File: src/rtl/out_uart_reporter.sv
// Reports the SoC out word over an 8N1 UART line as eight uppercase hex digits plus CR LF.
// A frame launches whenever the word differs from the last one reported or a resend is requested.
module out_uart_reporter #(
    parameter int CLK_FREQ     = 6_000_000,
    parameter int BAUD         = 115200,
    parameter int CLKS_PER_BIT = CLK_FREQ / BAUD
) (
    input  logic        clk,
    input  logic        resetn,
    input  logic [31:0] value,
    input  logic        send,
    output logic        tx,
    output logic        busy
);

    localparam int CNT_W = (CLKS_PER_BIT > 2) ? $clog2(CLKS_PER_BIT) : 1;
    localparam logic [CNT_W-1:0] CNT_MAX = CNT_W'(CLKS_PER_BIT - 1);

    generate
        if (CLKS_PER_BIT < 2) begin : g_bad_clks_per_bit
            $error("out_uart_reporter: CLKS_PER_BIT must be at least 2");
        end
    endgenerate

    typedef enum logic [1:0] {IDLE, START, DATA, STOP} state_t;

    state_t           state;
    logic [31:0]      last_sent;
    logic [31:0]      shadow;
    logic [3:0]       char_idx;
    logic [2:0]       bit_idx;
    logic [CNT_W-1:0] baud_cnt;
    logic             send_pend;

    logic [31:0] shifted;
    logic [3:0]  nibble;
    logic [7:0]  cur_char;
    logic [2:0]  next_bit;
    logic        launch;
    logic        bit_done;

    // Character currently on the wire: hex digits MSB nibble first, then CR and LF.
    always_comb begin
        shifted  = shadow << {char_idx[2:0], 2'b00};
        nibble   = shifted[31:28];
        next_bit = bit_idx + 3'd1;
        launch   = (value != last_sent) || send || send_pend;
        bit_done = (baud_cnt == CNT_MAX);
        if (char_idx == 4'd8) begin
            cur_char = 8'h0D;
        end else if (char_idx == 4'd9) begin
            cur_char = 8'h0A;
        end else if (nibble < 4'd10) begin
            cur_char = 8'h30 + {4'h0, nibble};
        end else begin
            cur_char = 8'h37 + {4'h0, nibble};
        end
    end

    always_ff @(posedge clk) begin
        if (!resetn) begin
            state     <= IDLE;
            tx        <= 1'b1;
            busy      <= 1'b0;
            last_sent <= '0;
            shadow    <= '0;
            char_idx  <= '0;
            bit_idx   <= '0;
            baud_cnt  <= '0;
            send_pend <= 1'b0;
        end else begin
            if (state != IDLE && send) begin
                send_pend <= 1'b1;
            end
            case (state)
                IDLE: begin
                    tx       <= 1'b1;
                    busy     <= 1'b0;
                    baud_cnt <= '0;
                    if (launch) begin
                        shadow    <= value;
                        last_sent <= value;
                        send_pend <= 1'b0;
                        char_idx  <= '0;
                        tx        <= 1'b0;
                        busy      <= 1'b1;
                        state     <= START;
                    end
                end
                START: begin
                    if (bit_done) begin
                        baud_cnt <= '0;
                        bit_idx  <= '0;
                        tx       <= cur_char[0];
                        state    <= DATA;
                    end else begin
                        baud_cnt <= baud_cnt + 1'b1;
                    end
                end
                DATA: begin
                    if (bit_done) begin
                        baud_cnt <= '0;
                        if (bit_idx == 3'd7) begin
                            tx    <= 1'b1;
                            state <= STOP;
                        end else begin
                            bit_idx <= next_bit;
                            tx      <= cur_char[next_bit];
                        end
                    end else begin
                        baud_cnt <= baud_cnt + 1'b1;
                    end
                end
                STOP: begin
                    if (bit_done) begin
                        baud_cnt <= '0;
                        if (char_idx == 4'd9) begin
                            char_idx <= '0;
                            busy     <= 1'b0;
                            state    <= IDLE;
                        end else begin
                            // Next character starts immediately, no idle gap inside a frame.
                            char_idx <= char_idx + 4'd1;
                            tx       <= 1'b0;
                            state    <= START;
                        end
                    end else begin
                        baud_cnt <= baud_cnt + 1'b1;
                    end
                end
                default: state <= IDLE;
            endcase
        end
    end

endmodule

File: config.mk
export PLATFORM = sky130hd
export DESIGN_NAME = out_uart_reporter
export DESIGN_NICKNAME = d
export VERILOG_FILES = /design/src/rtl/out_uart_reporter.sv
export SDC_FILE = /design/constraint.sdc
export NUM_CORES = 1
export LEC_CHECK = 0
export BUFFER_PORTS_ARGS = -buffer_cell sky130_fd_sc_hd__buf_2
export CAP_MARGIN = 5
export CORE_MARGIN = 2
export CORE_UTILIZATION = 52
export CTS_CLUSTER_DIAMETER = 50
export DETAILED_ROUTE_END_ITERATION = 8
export GPL_TIMING_DRIVEN = 0
export HOLD_SLACK_MARGIN = 0.03
export PLACE_DENSITY_LB_ADDON = 0.15
export SYNTH_ARGS = -nofsm -noshare
export SYNTH_HDL_FRONTEND = slang
export SYNTH_SLANG_ARGS = --single-unit
File: constraint.sdc
create_clock -name clk -period 3.6 [get_ports clk]
set_clock_uncertainty 0.1 [all_clocks]
set_input_delay 0.36 -clock clk [delete_from_list [all_inputs] [get_ports clk]]
set_output_delay 0.36 -clock clk [all_outputs]
set_load 0.01 [all_outputs]
# Word-level counts from Yosys, hierarchy flattened
# Cells that the tools add are included.
# W data, S select, Z words.
[totals]
latch_bits = 0
ff_bits = 50
memories = 0
ram_bits = 0
output_inout_bits = 2
in_bits = 35
rom_bits = 0
[op_classes]
n_mux = 36
reduce_logical = 14
bitwise_logic = 0
n_lt_le_gt_ge = 2
div = 0
shifts = 1
mul = 0
add_sub_neg = 5
n_eq_ne = 16
[op_table]
columns = ["operator", "count"]
rows = [
  ["$ne A32 B32 Y1", 1],
  ["$shl A32 B5 Y32", 1],
  ["$mux W7", 3],
  ["$ne A2 B2 Y1 const B", 8],
  ["$add A6 B4 Y7 const A", 2],
  ["$mux W1", 14],
  ["$mux W4", 3],
  ["$pmux W6 S2", 1],
  ["$mux W2", 5],
  ["$mux W3", 3],
  ["$eq A4 B4 Y1 const B", 2],
  ["$pmux W2 S4", 1],
  ["$pmux W4 S2", 1],
  ["$reduce_and A4 Y1", 2],
  ["$add A6 B1 Y6 const B", 1],
  ["$eq A6 B6 Y1 const B", 1],
  ["$mux W6", 1],
  ["$pmux W3 S2", 1],
  ["$reduce_and A3 Y1", 2],
  ["$reduce_bool A2 Y1", 3],
  ["$reduce_and A5 Y1", 1],
  ["$add A4 B1 Y4 const B", 1],
  ["$eq A2 B2 Y1 const B", 2],
  ["$lt A3 B4 Y1 const B", 1],
  ["other kinds (12)", 13],
]

# Logic depth before layout (Yosys ltp)
[depth]
ltp_word = 10
ltp_mapped = 14
mapped_depth_nobuf = 12

# Least setup slack after synthesis
# No wires, ideal clock.
[synth_timing]
path_type = "register -> register"
from = "register char_idx[1]"
to = "register tx"
synth_period_minus_slack_ns = 2.586
t_arrival_ns = 2.369
slack_ns = 1.014
setup_time_ns = 0.116
path_stages_with_launch = 14
n_path_buf = 2
required_ns = 3.384
path_cell_list = "dfxtp_1 -> buf_6 -> buf_12 -> or2b_1 -> o22ai_1 -> a221o_2 -> ha_1 -> and2_1 -> nand2_1 -> mux2i_1 -> a311o_1 -> nand3_1 -> o2111ai_1 -> a41o_1"
[synth_between]
elab_chain_cells = 10
word_cells_on_any_way = 17
[synth_rtl]
columns = ["element", "line_no", "rtl"]
rows = [
  ["start: declaration", "30", "logic [3:0] char_idx;"],
  ["start signal: assignment", "123", "char_idx <= char_idx + 4'd1;"],
  ["$shl A32 B5 Y32", "44", "shifted = shadow << {char_idx[2:0], 2'b00};"],
  ["$add A6 B4 Y7, or another cell as far along", "56", "cur_char = 8'h37 + {4'h0, nibble};"],
  ["$mux W7", "53", "end else if (nibble < 4'd10) begin"],
  ["$mux W7", "51", "end else if (char_idx == 4'd9) begin"],
  ["$mux W7", "49", "if (char_idx == 4'd8) begin"],
  ["$bmux W1 S3", "108", "tx <= cur_char[next_bit];"],
  ["$mux W1 (not written as such)", "108", ""],
  ["$mux W1", "103", "if (bit_idx == 3'd7) begin"],
  ["$mux W1", "101", "if (bit_done) begin"],
  ["$pmux W1 S4", "75", "case (state)"],
  ["end signal: assignment", "94", "tx <= cur_char[0];"],
  ["end signal: assignment", "108", ""],
  ["end: declaration", "12", "output logic tx,"],
]
# Several ways; a longest one is shown, not always the timed one. The select of a mux whose other input is x is not followed.
# A chain may end at the register's enable or synchronous reset.

# Final worst setup path
# Same ends and word-level chain as after synthesis.

==> impl_metrics.toml <==
[run_status]
status = "completed"

[synth]
synth_cells = 314
synth.top_cell.area_share = 0.3276
ys_top_cells_by_area = "dfxtp_1, mux2i_1, xnor2_1"
yosys.area.top_type = "dfxtp_1"
synth-seq-cells = 50
synthFlopType = "dfxtp_1"
syn_area_um2 = 3055
synth-edff-count = 0
synth.net_count = 357
postSynthAreaPerCell_um2 = 9.731
postSynth.asyncResetShare = 0
synth_cell_types = 59
synth.yosys.warnings = 0
yosysSeqAreaShare = 0.3276

[global_routing]
use_met1 = 0.3102
track_usage = 0.2297
grt.overflow.total = 0
grt_pass1_vias = 2307
antenna_found_initial = 0
grt_pass1_wl_um = 11360
grt_use_met2 = 0.3767
grt_max_degree = 17
top_usage_layer = "met2"
met3_usage = 0.03596

[cts]
clockBufferDepth = 2
cts_htree_levels = 2
clk_latency_ns = 0.31
cts_setup_buffers = 0
cts-hold-fix-buffers = 0
cts_sinks = 50
cts.repair.resized = 0
cts_tree = "built"
cts_made_buffers = 5
cts-root-buf = "clkbuf_8"
clkTransAtPathRegs_ns = 0.09

[detailed_routing]
via_per_inst = 5.550
drc = 0
ant_nets = 0
drt_pass1_iterations = 4
drt-initial-drc-count = 118
wl_per_cell_um = 15.96
wirelength_um = 6846
vias = 2381

[sta]
period_share = 0.7889
min_period_ns = 2.840
finalSetupViolCount = 0
clock.fmax_ghz = 0.3521
rsz0062_at_grt = "false"
finalHoldViolations = 0
slew_headroom = 0.4651
slew_viol_final = 0
fin_tns_setup_ns = 0
fin_ws_ns = 0.7598
worstMarginPinSlew_ns = 0.8023
holdWs_ns = 0.2135

[finish]
drive_above_1_share = 0.2101
design_area_um2 = 3433
fin_cells = 429
syn2layout_area_growth_pct = 12.37
fillers = 495
nNetsFinal = 399
diodes = 0
seqCellArea_um2 = 1001
finish.utilization = 0.6159
multi_input_area_um2 = 1917

[placement]
dp.cells = 421
placed_cell_area_um2 = 3321
hpwl_um = 5123
place_congestion = 0.8093
port_buffers = 35
pre_cts_slack_ns = 0.7792

[power]
power.total_mw = 2.040
p_seq_frac = 0.387
irDropWorstVdd_mv = 0.3358
internal-power_mw = 1.299
p_switching_uw = 740.9
power_density_nw_per_um2 = 594.2
p_comb_frac = 0.413
p_leak_nw = 1.367
pwr-share-clk = 0.199
p_sw_frac = 0.3632

[die]
die_h_um = 80.66
start_util = 0.5481
core.rowCount = 27
die_w_um = 80.66
coreArea_um2 = 5574
ioPinCount = 37
die-area_um2 = 6505

[setup_path]
end_kind = "register"
critical_path_arrival_ns = 2.95
critPathMaxFanout = 10
startpoint_type = "register"
path_class = "register to register"
worstPathRequired_ns = 3.71

[flow_run]
drv_cap = 0

[hold_path]
min_path_type = "input port to register"
-- power by group through the flow --
stage | sequential (mW) | combinational (mW) | clock (mW)
floorplan | 0.774 | 0.668 | 0
CTS | 0.790 | 0.846 | 0.416
global placement | 0.796 | 0.828 | 0
finish | 0.790 | 0.843 | 0.406
global route | 0.805 | 0.931 | 0.435
detailed placement | 0.803 | 0.841 | 0
-- critical path, stage by stage (launching register included) --
cell,delay (ns)
dfxtp_1,0.32
buf_6,0.13
buf_12,0.14
nand2_1,0.16
o22ai_1,0.10
a221o_2,0.43
ha_1,0.25
and2_1,0.17
nand2_1,0.07
mux2i_1,0.07
a311o_1,0.38
nand3_1,0.09
o2111ai_1,0.11
a41o_1,0.22
-- flip-flops by register name, summed over array words and instances, names as in the netlist --
| signal | flops |
|---|---|
| tx | 1 |
| bit_idx | 3 |
| char_idx | 4 |
| baud_cnt | 6 |
| shadow | 32 |
| busy | 1 |
| send_pend | 1 |
| state | 2 |
-- worst paths after layout --
kind / start / to / slack, ns / depth (start not counted)
max: char_idx[1] / tx / 0.76 / 13
min: send / send_pend / 0.21 / 3
max reg2reg: char_idx[1] / tx / 0.76 / 13
min reg2reg: baud_cnt[0] / baud_cnt[0] / 0.37 / 1
-- cell usage after synthesis, types with 2 or more instances --
| cell | number |
|---|---|
| a21boi_1 | 2 |
| nand4_1 | 8 |
| xnor2_1 | 29 |
| o21ai_1 | 2 |
| mux4_2 | 3 |
| nor2_2 | 2 |
| dfxtp_1 | 50 |
| ha_1 | 8 |
| xor2_1 | 8 |
| nor2_1 | 12 |
| clkbuf_1 | 5 |
| nand3_1 | 11 |
| nand2b_1 | 4 |
| nor2b_1 | 38 |
| nor3_1 | 3 |
| inv_1 | 6 |
| buf_2 | 4 |
| a211oi_1 | 2 |
| a21boi_0 | 2 |
| buf_4 | 3 |
| o22ai_1 | 4 |
| nand2_1 | 15 |
| nor4_1 | 2 |
| and3_1 | 3 |
| o21ai_0 | 9 |
| o21a_1 | 2 |
| mux2_2 | 4 |
| a21oi_1 | 3 |
| buf_6 | 3 |
| and2_1 | 2 |
| mux2i_1 | 37 |
-- area by class of cell --
class,count,share of cell area
sequential,50,0.2915
buffer,16,0.03353
clock inverter,3,0.01276
timing repair buffer,35,0.05102
clock buffer,5,0.02004
multi-input combinational,242,0.5583
inverter,6,0.006560
tap,72,0.02624
-- metal layers --
| layer | part of all wire | wire length, um | vias up |
|---|---|---|---|
| met1 | 0.49 | 3334 | 1119 |
| met5 | 0 | 0 | - |
| met2 | 0.45 | 3098 | 54 |
| li1 | - | - | 1196 |
| met3 | 0.039 | 267 | 12 |
| met4 | 0.021 | 146 | 0 |
-- kinds of logic (layout without fill, tap and decap cells) --
family / Yosys count / count (layout) / synth area share
muxes: 47 / 47 / 0.1777
and+or+nand+nor: 108 / 108 / 0.2011
xor gates and xnor gates: 37 / 37 / 0.1061
buffers and inverters: 22 / 65 / 0.04504
DFF: 50 / 50 / 0.3276
AOI/OAI and AO/OA: 42 / 42 / 0.1097
adders and majority gates: 8 / 8 / 0.03276
-- layout by cell type (no fill, tap or decap), types with 3 or more instances in the layout --
master	instances
dfxtp_1	50
buf_2	39
nor2b_1	38
mux2i_1	37
xnor2_1	29
nand2_1	15
nor2_1	12
nand3_1	11
o21ai_0	9
nand4_1	8
xor2_1	8
ha_1	8
inv_1	6
clkbuf_1	5
clkbuf_8	5
nand2b_1	4
o22ai_1	4
mux2_2	4
buf_6	3
buf_4	3
and3_1	3
nor3_1	3
a21oi_1	3
mux4_2	3
Power figures use the tool's default switching activity.
